[src/rtl/serial_paralelo_idl.sv]
// serial_paralelo_idl: serial-to-4-lane deserializer with COMMA alignment and IDL flag
module serial_paralelo_idl #(
  parameter logic [7:0] COMMA     = 8'hBC,
  parameter int         BC_NEEDED = 4
) (
  input  logic       clk,
  input  logic       reset,
  input  logic       serial_in,
  output logic [7:0] data_out0,
  output logic [7:0] data_out1,
  output logic [7:0] data_out2,
  output logic [7:0] data_out3,
  output logic       valid_out0,
  output logic       valid_out1,
  output logic       valid_out2,
  output logic       valid_out3,
  output logic       IDL
);
  localparam int BW = $clog2(BC_NEEDED + 1);
  localparam logic [BW-1:0] BC_N = BW'(BC_NEEDED);
  typedef enum logic [1:0] {SEARCH, SYNC, ACTIVE} state_t;
  state_t state, state_nxt;
  // seven bits of history; serial_in forms the eighth (newest) bit of the window
  logic [6:0]    sr;
  logic [2:0]    bit_cnt;
  logic [BW-1:0] bc_cnt;
  logic [1:0]    lane_ptr;
  logic [7:0]    st_d [3];
  logic          st_v [3];
  logic [7:0]    w;
  logic          is_comma, done;
  logic [BW-1:0] bc_inc;
  assign w        = {sr, serial_in};
  assign is_comma = (w == COMMA);
  assign done     = (bit_cnt == 3'd7);
  assign bc_inc   = bc_cnt + BW'(1);
  always_comb begin
    state_nxt = state;
    if (state == SEARCH)
      state_nxt = is_comma ? SYNC : SEARCH;
    else if (state == SYNC && done)
      state_nxt = !is_comma ? SEARCH : (bc_inc == BC_N) ? ACTIVE : SYNC;
  end
  always_ff @(posedge clk or posedge reset)
    if (reset) state <= SEARCH;
    else       state <= state_nxt;
  always_ff @(posedge clk or posedge reset) begin
    if (reset) begin
      sr         <= '0;
      bit_cnt    <= '0;
      bc_cnt     <= '0;
      lane_ptr   <= '0;
      st_d       <= '{default: '0};
      st_v       <= '{default: 1'b0};
      IDL        <= 1'b0;
      data_out0  <= '0;
      data_out1  <= '0;
      data_out2  <= '0;
      data_out3  <= '0;
      valid_out0 <= 1'b0;
      valid_out1 <= 1'b0;
      valid_out2 <= 1'b0;
      valid_out3 <= 1'b0;
    end else begin
      sr      <= w[6:0];
      bit_cnt <= (state == SEARCH) ? 3'd0 : bit_cnt + 3'd1;
      IDL     <= (state_nxt == ACTIVE);
      if (state == SEARCH)
        bc_cnt <= is_comma ? BW'(1) : '0;
      else if (state == SYNC && done)
        bc_cnt <= is_comma ? bc_inc : '0;
      if (state != ACTIVE)
        lane_ptr <= '0;
      else if (done) begin
        lane_ptr <= lane_ptr + 2'd1;
        if (lane_ptr == 2'd3) begin
          data_out0  <= st_d[0];
          data_out1  <= st_d[1];
          data_out2  <= st_d[2];
          data_out3  <= is_comma ? 8'h00 : w;
          valid_out0 <= st_v[0];
          valid_out1 <= st_v[1];
          valid_out2 <= st_v[2];
          valid_out3 <= !is_comma;
        end else begin
          st_d[lane_ptr] <= is_comma ? 8'h00 : w;
          st_v[lane_ptr] <= !is_comma;
        end
      end
    end
  end
endmodule

[config.mk]
export PLATFORM = sky130hd
export DESIGN_NAME = serial_paralelo_idl
export DESIGN_NICKNAME = d
export VERILOG_FILES = /design/src/rtl/serial_paralelo_idl.sv
export SDC_FILE = /design/constraint.sdc
export NUM_CORES = 1
export LEC_CHECK = 0
export CAP_MARGIN = 20
export CORE_MARGIN = 1.5
export CORE_UTILIZATION = 59
export DETAILED_ROUTE_END_ITERATION = 10
export PLACE_DENSITY = 0.84
export SYNTH_ARGS = -nofsm -noshare
export SYNTH_HDL_FRONTEND = slang
export SYNTH_SLANG_ARGS = --single-unit
[constraint.sdc]
create_clock -name clk -period 6.8 [get_ports clk]
set_input_delay 0.68 -clock clk [delete_from_list [all_inputs] [get_ports clk]]
set_output_delay 0.68 -clock clk [all_outputs]
set_load 0.03 [all_outputs]
== After elaboration in Yosys (flattened, before gate mapping) ==
Cells that the tools add are included.

* Latch bits: 0
* Flip-flop bits (word level): 81
* RAM bits: 0
* Output and inout port bits: 37
* Word-level logic and storage cells: 62
* ROM bits: 0
* Input port bits: 3
* Memories kept: 0

* Magnitude comparators: 2
* Bitwise gates (word level): 3
* Muxes and demuxes: 19
* Equality and inequality tests: 7
* $add $sub $neg: 3
* Reduce and logical (&&, ||, !) cells: 8
* Multiply operators: 0
* Div/mod/pow operators: 0
* Shifts and indexed selects: 0

{| class="wikitable"
|+ Operators with widths
! operator !! number
|-
| 24-bit bitwise mux || 1
|-
| 8-bit demux with 2-bit select || 1
|-
| 8-bit 2-to-1 mux || 2
|-
| 2-bit 2-to-1 mux || 6
|-
| 3-bit 2-to-1 mux || 4
|-
| 8-bit == test, second input constant || 1
|-
| 3-bit by 1-bit adder with 3-bit output, second input constant || 2
|-
| 3-bit == test, second input constant || 2
|-
| 3-bit AND reduction || 2
|-
| 2-bit == test, second input constant || 2
|-
| 2-bit nonzero test || 2
|-
| 3-bit bitwise mux || 1
|-
| 3-bit greater-or-equal comparator, second input constant || 1
|-
| 3-bit by 1-bit < comparator with 1-bit output, second input constant || 1
|-
| 1-bit 2-to-1 mux || 3
|-
| 2-bit inverter with 3-bit output || 1
|-
| 2-bit by 1-bit adder with 2-bit output, second input constant || 1
|-
| 1-bit demux with 2-bit select || 1
|-
| 2-bit by 1-bit == test with 1-bit output, second input constant || 1
|-
| 1-bit logical AND || 2
|-
| 2-bit logical NOT || 1
|-
| 2-bit inequality test, second input constant || 1
|-
| 1-bit inverter || 2
|-
| 1-bit logical NOT || 1
|}

== Depth between registers and ports, before layout ==
Gate-level depths: netlist of run 1.

* Depth in word-level cells: 7
* Depth in mapped cells: 8
* Gate-level depth less buffers: 5

== Least setup slack after synthesis of run 1 ==
OpenSTA, ideal clock, no wires.

* Path type: reg-to-reg
* Start point: reg bit_cnt[0]
* End point: reg data_out0[0]
* Period minus slack after synthesis: 1.722 ns
* Setup slack: 5.078 ns
* Library setup time: 0.125 ns
* Buffers on the path: 3
* Required time: 6.675 ns
* Arrival time: 1.597 ns
* Stages on the path, launching flop included: 8
* Path through: dfrtp_1 ha_1 ha_1 buf_4 nand4b_1 buf_4 buf_6 mux2_4

* Cells in the longest elaborated chain, start to end: 2

{| class="wikitable"
|+ Ends and longest elaborated chain
! element !! RTL line !! text
|-
| start: declaration || 25 || <nowiki>logic [2:0] bit_cnt;</nowiki>
|-
| start signal: assignment || 66 || <nowiki>bit_cnt <= (state == SEARCH) ? 3'd0 : bit_cnt + 3'd1;</nowiki>
|-
| 3-bit == test || 35 || <nowiki>assign done = (bit_cnt == 3'd7);</nowiki>
|-
| 3-bit AND reduction (no line) || - ||
|-
| end signal: assignment || 77 || <nowiki>data_out0 <= st_d[0];</nowiki>
|-
| end: declaration || 9 || <nowiki>output logic [7:0] data_out0,</nowiki>
|}

No other way between the ends.
A chain may end at the register's enable or synchronous reset.

== Worst setup path after layout of run 1 ==
* Start point: reg bit_cnt[0]
* End point: reg data_out3[3]

* Cells in the longest elaborated chain, start to end: 2

{| class="wikitable"
|+ Ends and longest elaborated chain
! element !! RTL line !! text
|-
| 3-bit == test || 35 ||
|-
| 3-bit AND reduction (no line) || - ||
|-
| end signal: assignment || 80 || <nowiki>data_out3 <= is_comma ? 8'h00 : w;</nowiki>
|-
| end: declaration || 12 || <nowiki>output logic [7:0] data_out3,</nowiki>
|}

No other way between the ends.

==> impl_metrics.toml, run 1 <==
[synth]
syn_inst = 204
netlist_area_sq_mm = 0.00337
avgSynthCellArea_sq_um = 16.5
yosysWarnings = 0
synth_xor_xnor_area_share = 0.00260
yosys.area_share.adder = 0.0297
synthDistinctLibCells = 29
synth_nets = 215
synth_compound_area_frac = 0.0364
async_reset_ff_frac = 1.00
yosys_most_used_dff = "dfrtp_1"
yosys.area_share.simple = 0.0480
seq_area_frac_synth = 0.602
yosys-mux-area-fraction = 0.255
synth_seq_cells = 81
synth_top_family_by_area = "multiplexers"
synth_edf_count = 0

[sta]
tightestPinTransition_ns = 0.967
rsz0062_at_grt = "no"
tns_ns = 0
max_clock_freq_mhz = 394
finClkSkew_ns = 0.0118
setup-violations-final = 0
max-slew-margin-rel = 0.355
period_needed_ns = 2.54
final.period_utilization = 0.373
hold_viol = 0
finalMaxSlewViolations = 0

[floorplanning]
num_rows = 27
initial_core_util = 0.611
die_w_um = 78.5
fp.dieH_um = 78.5
ios = 40
die_area_sq_mm = 0.00617
core_sq_mm = 0.00551

[worst_setup_path]
cp_common_cell = "ha_1"
worst_ep_arrival_time_ns = 2.78
cpPeakStageDelay_ns = 0.63
cp-end-kind = "flop"
cpLargestDelayFamily = "simple AND/OR/NAND/NOR gates"
worstPathBufferInverterCount = 1
crit_slowest_cell = "nand4b_1"
required_ns = 7.04
crit_fanout = 25
crit_type = "flop to flop"
startpoint_type = "flop"
worstPathCellList = "ha_1, ha_1, nand4b_1, buf_4, mux2_2"

[clock_network]
clk_pin_slew_ns = 0.09
cts_hold_buf = 0
cts_max_level = 3
cts_tree = "done"
ctsResizeCount = 0
clockBufferDepth = 2
insertion_delay_ns = 0.36
post-cts-setup-buffers = 0
cts_made_buffers = 9
root_buffer = "clkbuf_8"
cts.sinks = 81

[grt]
grt_pass1_vias = 1768
grt_start_max_net_pins = 82
antenna_found_initial = 0
grt_use_total = 0.202
grt_overflow = 0
grt_pass1_wl_mm = 9.20

[placed_design]
numPortBuffers = 39
placed_cell_area_sq_mm = 0.00380
gp_congestion = 0.721
hpwl_mm = 3.60

[hold_path]
hold_class = "flop to flop"

[power]
ir_drop_mv = 0.245
leakage_nw = 2.07
p_per_area_mw_per_mm2 = 234

[cells_and_area]
fin_area_sq_mm = 0.00405
drive_gt1_frac = 0.287
fill_cells = 342
area_delta_synth_final_pct = 20.2
nets = 260
n_antenna_cell = 0

[drt]
avgRoutedWirePerCell_um = 16.9
drtIter0Drc = 73
first_pass_iters = 4
vias = 1738
routed_via_density = 5.33
drc = 0
wirelength_mm = 5.49
ant_nets = 0

[flow_run]
max_cap_viol_count = 0

[outcome]
status = "finished clean"
[final timing paths]
check,from,end,slack (ns),depth (start not counted)
max,bit_cnt[0],data_out3[3],4.26,5
min,sr[2],sr[3],0.39,0
max reg2reg,bit_cnt[0],data_out3[3],4.26,5
min reg2reg,sr[2],sr[3],0.39,0
max in group asynchronous,reset,st_d[3],5.24,3
min in group asynchronous,reset,valid_out1,0.95,3
[registers in the layout (all words and copies together), names as in the netlist, 2 cells and up]
| name | flops |
|---|---|
| lane_ptr | 2 |
| data_out0 | 8 |
| st_d | 24 |
| state | 2 |
| st_v | 3 |
| data_out1 | 8 |
| bc_cnt | 3 |
| data_out2 | 8 |
| data_out3 | 8 |
| sr | 7 |
| bit_cnt | 3 |
[final cells by class]
| cell class | instances | area, sq um | share of cell area |
|---|---|---|---|
| Clock inverter | 6 | 113 | 0.0278 |
| Clock buffer | 10 | 138 | 0.0340 |
| Timing Repair Buffer | 41 | 405 | 0.100 |
| Multi-Input combinational cell | 110 | 1250 | 0.309 |
| Inverter | 6 | 22.5 | 0.00557 |
| Sequential cell | 81 | 2030 | 0.501 |
| Tap cell | 72 | 90.1 | 0.0223 |
[stage by stage]
| stage | total power (W) | cells | util | hold WS, ns | setup WS (ns) |
|---|---|---|---|---|---|
| after detailed placement | 0.000523 | 310 | 0.689 | 0.375 | 4.25 |
| after global placement | 0.000523 | 310 | 0.689 | 0.370 | 4.33 |
| final | 0.000945 | 326 | 0.735 | 0.395 | 4.26 |
| after floorplan | 0.000514 | 204 | - | 0.361 | 4.04 |
| after global routing | 0.000974 | 326 | 0.735 | 0.419 | 4.09 |
| after CTS | 0.000951 | 326 | 0.735 | 0.394 | 4.24 |
[synthesized netlist by cell type (2+ instances only)]
cell / n / area [sq um]
and4bb_4: 2 / 32.5
mux2_2: 7 / 78.8
dfrtp_1: 81 / 2030
nor2b_1: 2 / 12.5
mux2_4: 40 / 601
nand2_1: 4 / 15.0
o21ai_0: 3 / 15.0
buf_6: 4 / 45.0
mux2_1: 15 / 169
nand2_4: 3 / 33.8
nand2b_1: 2 / 12.5
inv_1: 6 / 22.5
buf_4: 2 / 15.0
nor2_1: 4 / 15.0
a32o_1: 4 / 40.0
ha_1: 8 / 100
a21boi_0: 5 / 37.5
[where the power goes]
part / switching, W / internal [W] / total [W]
logic: 0.0000156 / 0.00000677 / 0.0000223
clock network: 0.000177 / 0.000255 / 0.000432
registers: 0.00000484 / 0.000486 / 0.000491
[logic make-up after synthesis]
| group | count (synthesis) |
|---|---|
| multiplexers | 63 |
| AND/OR/NAND/NOR | 22 |
| adder cells (fa/ha/maj) | 8 |
| AO/OA/AOI/OAI | 16 |
| buffers and inverters | 13 |
| flip-flops | 81 |
| XOR/XNOR | 1 |
[routing by layer]
layer,vias to the layer above,GRT usage,wire length (um),share of wire
met2,37,0.284,2440,0.44
met4,0,0.113,136,0.025
met3,10,0.0465,172,0.031
met1,887,0.290,2740,0.50
met5,-,0,0,0
li1,804,-,-,-
[layout by cell type, fill, tap and decap left out, drive strengths merged, types with 2 or more instances in the layout]
master / synthesis / layout
nand2: 7 / 7
clkdlybuf4s50: 0 / 39
mux2: 62 / 62
clkbuf: 0 / 10
nor2: 4 / 4
a21boi: 5 / 5
bufinv: 0 / 3
ha: 8 / 8
and2: 2 / 2
clkinv: 0 / 2
inv: 6 / 7
a32o: 4 / 4
buf: 7 / 2
o21ai: 3 / 3
dfrtp: 81 / 81
nand2b: 2 / 2
nor2b: 2 / 2
and4bb: 2 / 2
Power figures use the tool's default switching activity.
==> inputs of run 2 (changes only) <==
Settings changed: CORE_UTILIZATION 59 to 50, PLACE_DENSITY 0.84 to 0.75.
Clock period 6.8 ns to 2.2 ns, I/O delays scaled along.
==> impl_metrics.toml, run 2 (synthesis results as in run 1) <==
[outcome]
status = "finished, violations left"
violations = "DRC"

[clock_network]
clk_pin_slew_ns = 0.08
ctsResizeCount = 0
root_buffer = "clkbuf_8"
clockBufferDepth = 2
insertion_delay_ns = 0.33
post-cts-setup-buffers = 0
cts_hold_buf = 0
cts_max_level = 3
cts_made_buffers = 9
cts.sinks = 81
cts_tree = "done"

[drt]
ant_nets = 0
drtIter0Drc = 109
first_pass_iters = 7
wirelength_mm = 5.51
drc = 4
vias = 1756
routed_via_density = 5.26
avgRoutedWirePerCell_um = 16.5

[grt]
grt_overflow = 0
grt_pass1_vias = 1792
grt_start_max_net_pins = 63
antenna_found_initial = 0
grt_pass1_wl_mm = 9.45
grt_use_total = 0.170

[worst_setup_path]
required_ns = 2.42
reg2reg_from = "bit_cnt[0]"
startpoint_type = "flop"
worst_ep_arrival_time_ns = 2.04
worst_r2r_endpoint = "data_out3[0]"
cp_common_cell = "ha_1"
worstPathCellList = "ha_1, ha_1, nand4b_1, buf_12, mux2_2"
cpLargestDelayFamily = "adder cells"
reg2reg_depth = 5
worstPathBufferInverterCount = 1
crit_type = "flop to flop"
ff2ff_setup_slack_ns = 0.38
crit_slowest_cell = "dfrtp_1"
cp-end-kind = "flop"
crit_fanout = 26
cpPeakStageDelay_ns = 0.38

[sta]
period_needed_ns = 1.82
final.period_utilization = 0.826
setup-violations-final = 0
finalMaxSlewViolations = 0
max-slew-margin-rel = 0.645
tightestPinTransition_ns = 0.528
hold_viol = 0
rsz0062_at_grt = "no"
finClkSkew_ns = 0.00672
tns_ns = 0
max_clock_freq_mhz = 550

[cells_and_area]
n_antenna_cell = 0
area_delta_synth_final_pct = 21.6
fill_cells = 472
final_cell_mix = "dfrtp_1, mux2_4, clkdlybuf4s50_1"
largest_reg_flops = 24
final-seq-area_sq_mm = 0.00203
nets = 263
drive_gt1_frac = 0.296
fin_area_sq_mm = 0.00409
multi_input_area_sq_mm = 0.00125
top_register = "st_d"
utilization = 0.637
final_common_cell = "dfrtp_1"

[placed_design]
gp_congestion = 0.790
placed_cell_area_sq_mm = 0.00385
hpwl_mm = 3.66
numPortBuffers = 39

[floorplanning]
fp.dieH_um = 85.0
initial_core_util = 0.524
core_sq_mm = 0.00642
num_rows = 29
die_w_um = 85.0
ios = 40
die_area_sq_mm = 0.00723

[hold_path]
hold_class = "input pin to asynchronous set/reset pin"

[power]
ir_drop_mv = 0.411
p_per_area_mw_per_mm2 = 694
leakage_nw = 2.09

[flow_run]
max_cap_viol_count = 0
run 2: how the worst max path moves through the flow:
| stage | to | slack (ns) | startpoint | cells past startpoint |
|---|---|---|---|---|
| after floorplan | data_out0[0] | 0.48 | bit_cnt[0] | 7 |
| after global placement | data_out3[4] | 0.36 | serial_in | 4 |
| after detailed placement | data_out3[5] | 0.36 | serial_in | 4 |
| after CTS | data_out3[0] | 0.37 | bit_cnt[0] | 5 |
| after global routing | data_out3[0] | 0.30 | bit_cnt[0] | 5 |
| final | data_out3[0] | 0.38 | bit_cnt[0] | 5 |
run 2: per-layer routing:
metal / global-route usage / up-vias / share of wire
li1: - / 821 / -
met1: 0.251 / 910 / 0.50
met2: 0.242 / 23 / 0.47
met3: 0.0477 / 2 / 0.024
met4: 0.0581 / 0 / 0.0064
met5: 0 / - / 0
run 2: per-stage QoR:
step / setup slack [ns] / total power (W) / hold slack, ns / instances
after floorplan: 0.478 / 0.00159 / 0.251 / 204
after global placement: 0.359 / 0.00162 / 0.378 / 318
after detailed placement: 0.365 / 0.00163 / 0.386 / 318
after CTS: 0.373 / 0.00287 / 0.244 / 334
after global routing: 0.296 / 0.00297 / 0.261 / 334
final: 0.383 / 0.00284 / 0.242 / 334
run 2: layout make-up:
cell class	instances	share of cell area
clock buffers	11	0.0370
clock inverters	5	0.0211
inverters	6	0.00642
multi-input cells	110	0.306
flip-flops and latches	81	0.495
well taps	77	0.0235
repair buffers	44	0.111
run 2: where the power goes:
group | leakage [nW] | switching [W] | internal, W
clock | 0.120 | 0.000536 | 0.000710
combinational | 0.883 | 0.0000487 | 0.0000258
sequential | 1.08 | 0.0000154 | 0.00150
==> inputs of run 3 (changes only) <==
Clock period 2.2 ns to 1.5 ns, I/O delays scaled along.
==> impl_metrics.toml, run 3 (synthesis results as in run 1) <==
[outcome]
status = "finished, violations left"
violations = "DRC, setup timing"

[power]
p_per_area_mw_per_mm2 = 846
ir_drop_mv = 0.617
comb_power_share = 0.040
total_power_w = 0.00371
p_clk_frac = 0.362
swShare = 0.222
leakage_nw = 2.43
p_sw_w = 0.000825
power_frac_seq = 0.598
power.internal_w = 0.00289

[worst_setup_path]
required_ns = 1.73
crit_type = "flop to flop"
reg2reg_from = "bit_cnt[0]"
startpoint_type = "flop"
worst_ep_arrival_time_ns = 1.86
startpoint = "bit_cnt[0]"
cp-end-kind = "flop"
crit_fanout = 6

[cells_and_area]
nets = 284
area_delta_synth_final_pct = 30.4
largest_reg_flops = 24
n_antenna_cell = 0
fin_area_sq_mm = 0.00439
drive_gt1_frac = 0.412
top_register = "st_d"
stdcell_count = 354
final_common_cell = "dfrtp_1"
final_cell_mix = "dfrtp_1, mux2_4, dlygate4sd2_1"

[drt]
vias = 1915
avgRoutedWirePerCell_um = 19.8
ant_nets = 0
drc = 3
wirelength_mm = 7.01
first_pass_iters = 7
routed_via_density = 5.41
drtIter0Drc = 83

[placed_design]
hpwl_mm = 3.88
numPortBuffers = 39
gp_congestion = 0.702
dp_cells = 327
placed_cell_area_sq_mm = 0.00398

[grt]
grt_pass1_vias = 2016
grt_start_max_net_pins = 39
grt_pass1_wl_mm = 11.1
antenna_found_initial = 0
grt_overflow = 0
grt_use_total = 0.205

[clock_network]
cts_tree = "done"
clockBufferDepth = 2
cts_max_level = 3
cts_hold_buf = 0
cts.sinks = 81
insertion_delay_ns = 0.34
cts_made_buffers = 9
root_buffer = "clkbuf_8"
clk_pin_slew_ns = 0.08

[sta]
finalMaxSlewViolations = 0
max-slew-margin-rel = 0.503
max_clock_freq_mhz = 611
tns_ns = -6.34
finClkSkew_ns = 0.00619
rsz0062_at_grt = "yes"
tightestPinTransition_ns = 0.739
hold_viol = 0
fin_ws_ns = -0.136
period_needed_ns = 1.64
setup-violations-final = 63
final.period_utilization = 1.09

[floorplanning]
die_area_sq_mm = 0.00723
core_sq_mm = 0.00642
initial_core_util = 0.524
fp.dieH_um = 85.0
num_rows = 29
die_w_um = 85.0
ios = 40

[hold_path]
hold_class = "input pin to asynchronous set/reset pin"

[flow_run]
max_cap_viol_count = 0
run 3: worst max-delay path, cell delays in order, from the launching register on:
cell and delay, ns:
dfrtp_1 0.35, ha_2 0.19, ha_4 0.14, and4bb_4 0.24
buf_12 0.17, nand2_4 0.10, mux2_4 0.33
run 3: area by class of cell:
type	count	area, sq um
tap	77	96.3
clock inverter	4	20.0
sequential	81	2030
inverter	6	26.3
fill	444	2030
clock buffer	11	141
timing repair buffer	62	652
multi-input combinational	113	1430
run 3: timing repair:
| action | in CTS | in global routing |
|---|---|---|
| cloned | 5 | 2 |
| setup endpoints to repair | 99 | 69 |
| pin swaps | 3 | 0 |
| gates resized for setup | 61 | 3 |
| buffers inserted | 5 | 0 |
run 3: power by group through the flow:
stage	Clock, W	Sequential, W	Combinational (W)
5_1_grt	0.00149	0.00222	0.000167
3_3_place_gp	0	0.00226	0.000139
2_1_floorplan	0	0.00226	0.0000694
4_1_cts	0.00138	0.00222	0.000149
3_5_place_dp	0	0.00226	0.000143
6_report	0.00134	0.00222	0.000149
run 3: final timing paths:
check	endpoint	slack, ns	cells past startpoint
setup / recovery	st_d[12]	-0.14	6
hold / removal	st_d[10]	0.14	2
setup reg to reg	st_d[12]	-0.14	6
hold reg to reg	sr[5]	0.40	0
max in group asynchronous	data_out3[6]	0.87	3
min in group clk	sr[5]	0.40	0
run 3: metal layers:
metal | part of all wire | global-route usage | wire (um)
met5 | 0 | 0 | 0
met4 | 0.018 | 0.0894 | 129
met1 | 0.48 | 0.298 | 3340
met3 | 0.025 | 0.0321 | 174
met2 | 0.48 | 0.307 | 3370
run 3: per-stage QoR:
step           setup slack (ns)   util  hold WS [ns]
2_1_floorplan            -0.127      -         0.181
3_3_place_gp             -0.139  0.619         0.380
3_5_place_dp             -0.173  0.619         0.392
4_1_cts                  -0.120  0.676         0.142
5_1_grt                  -0.199  0.684         0.160
6_report                 -0.136  0.684         0.140
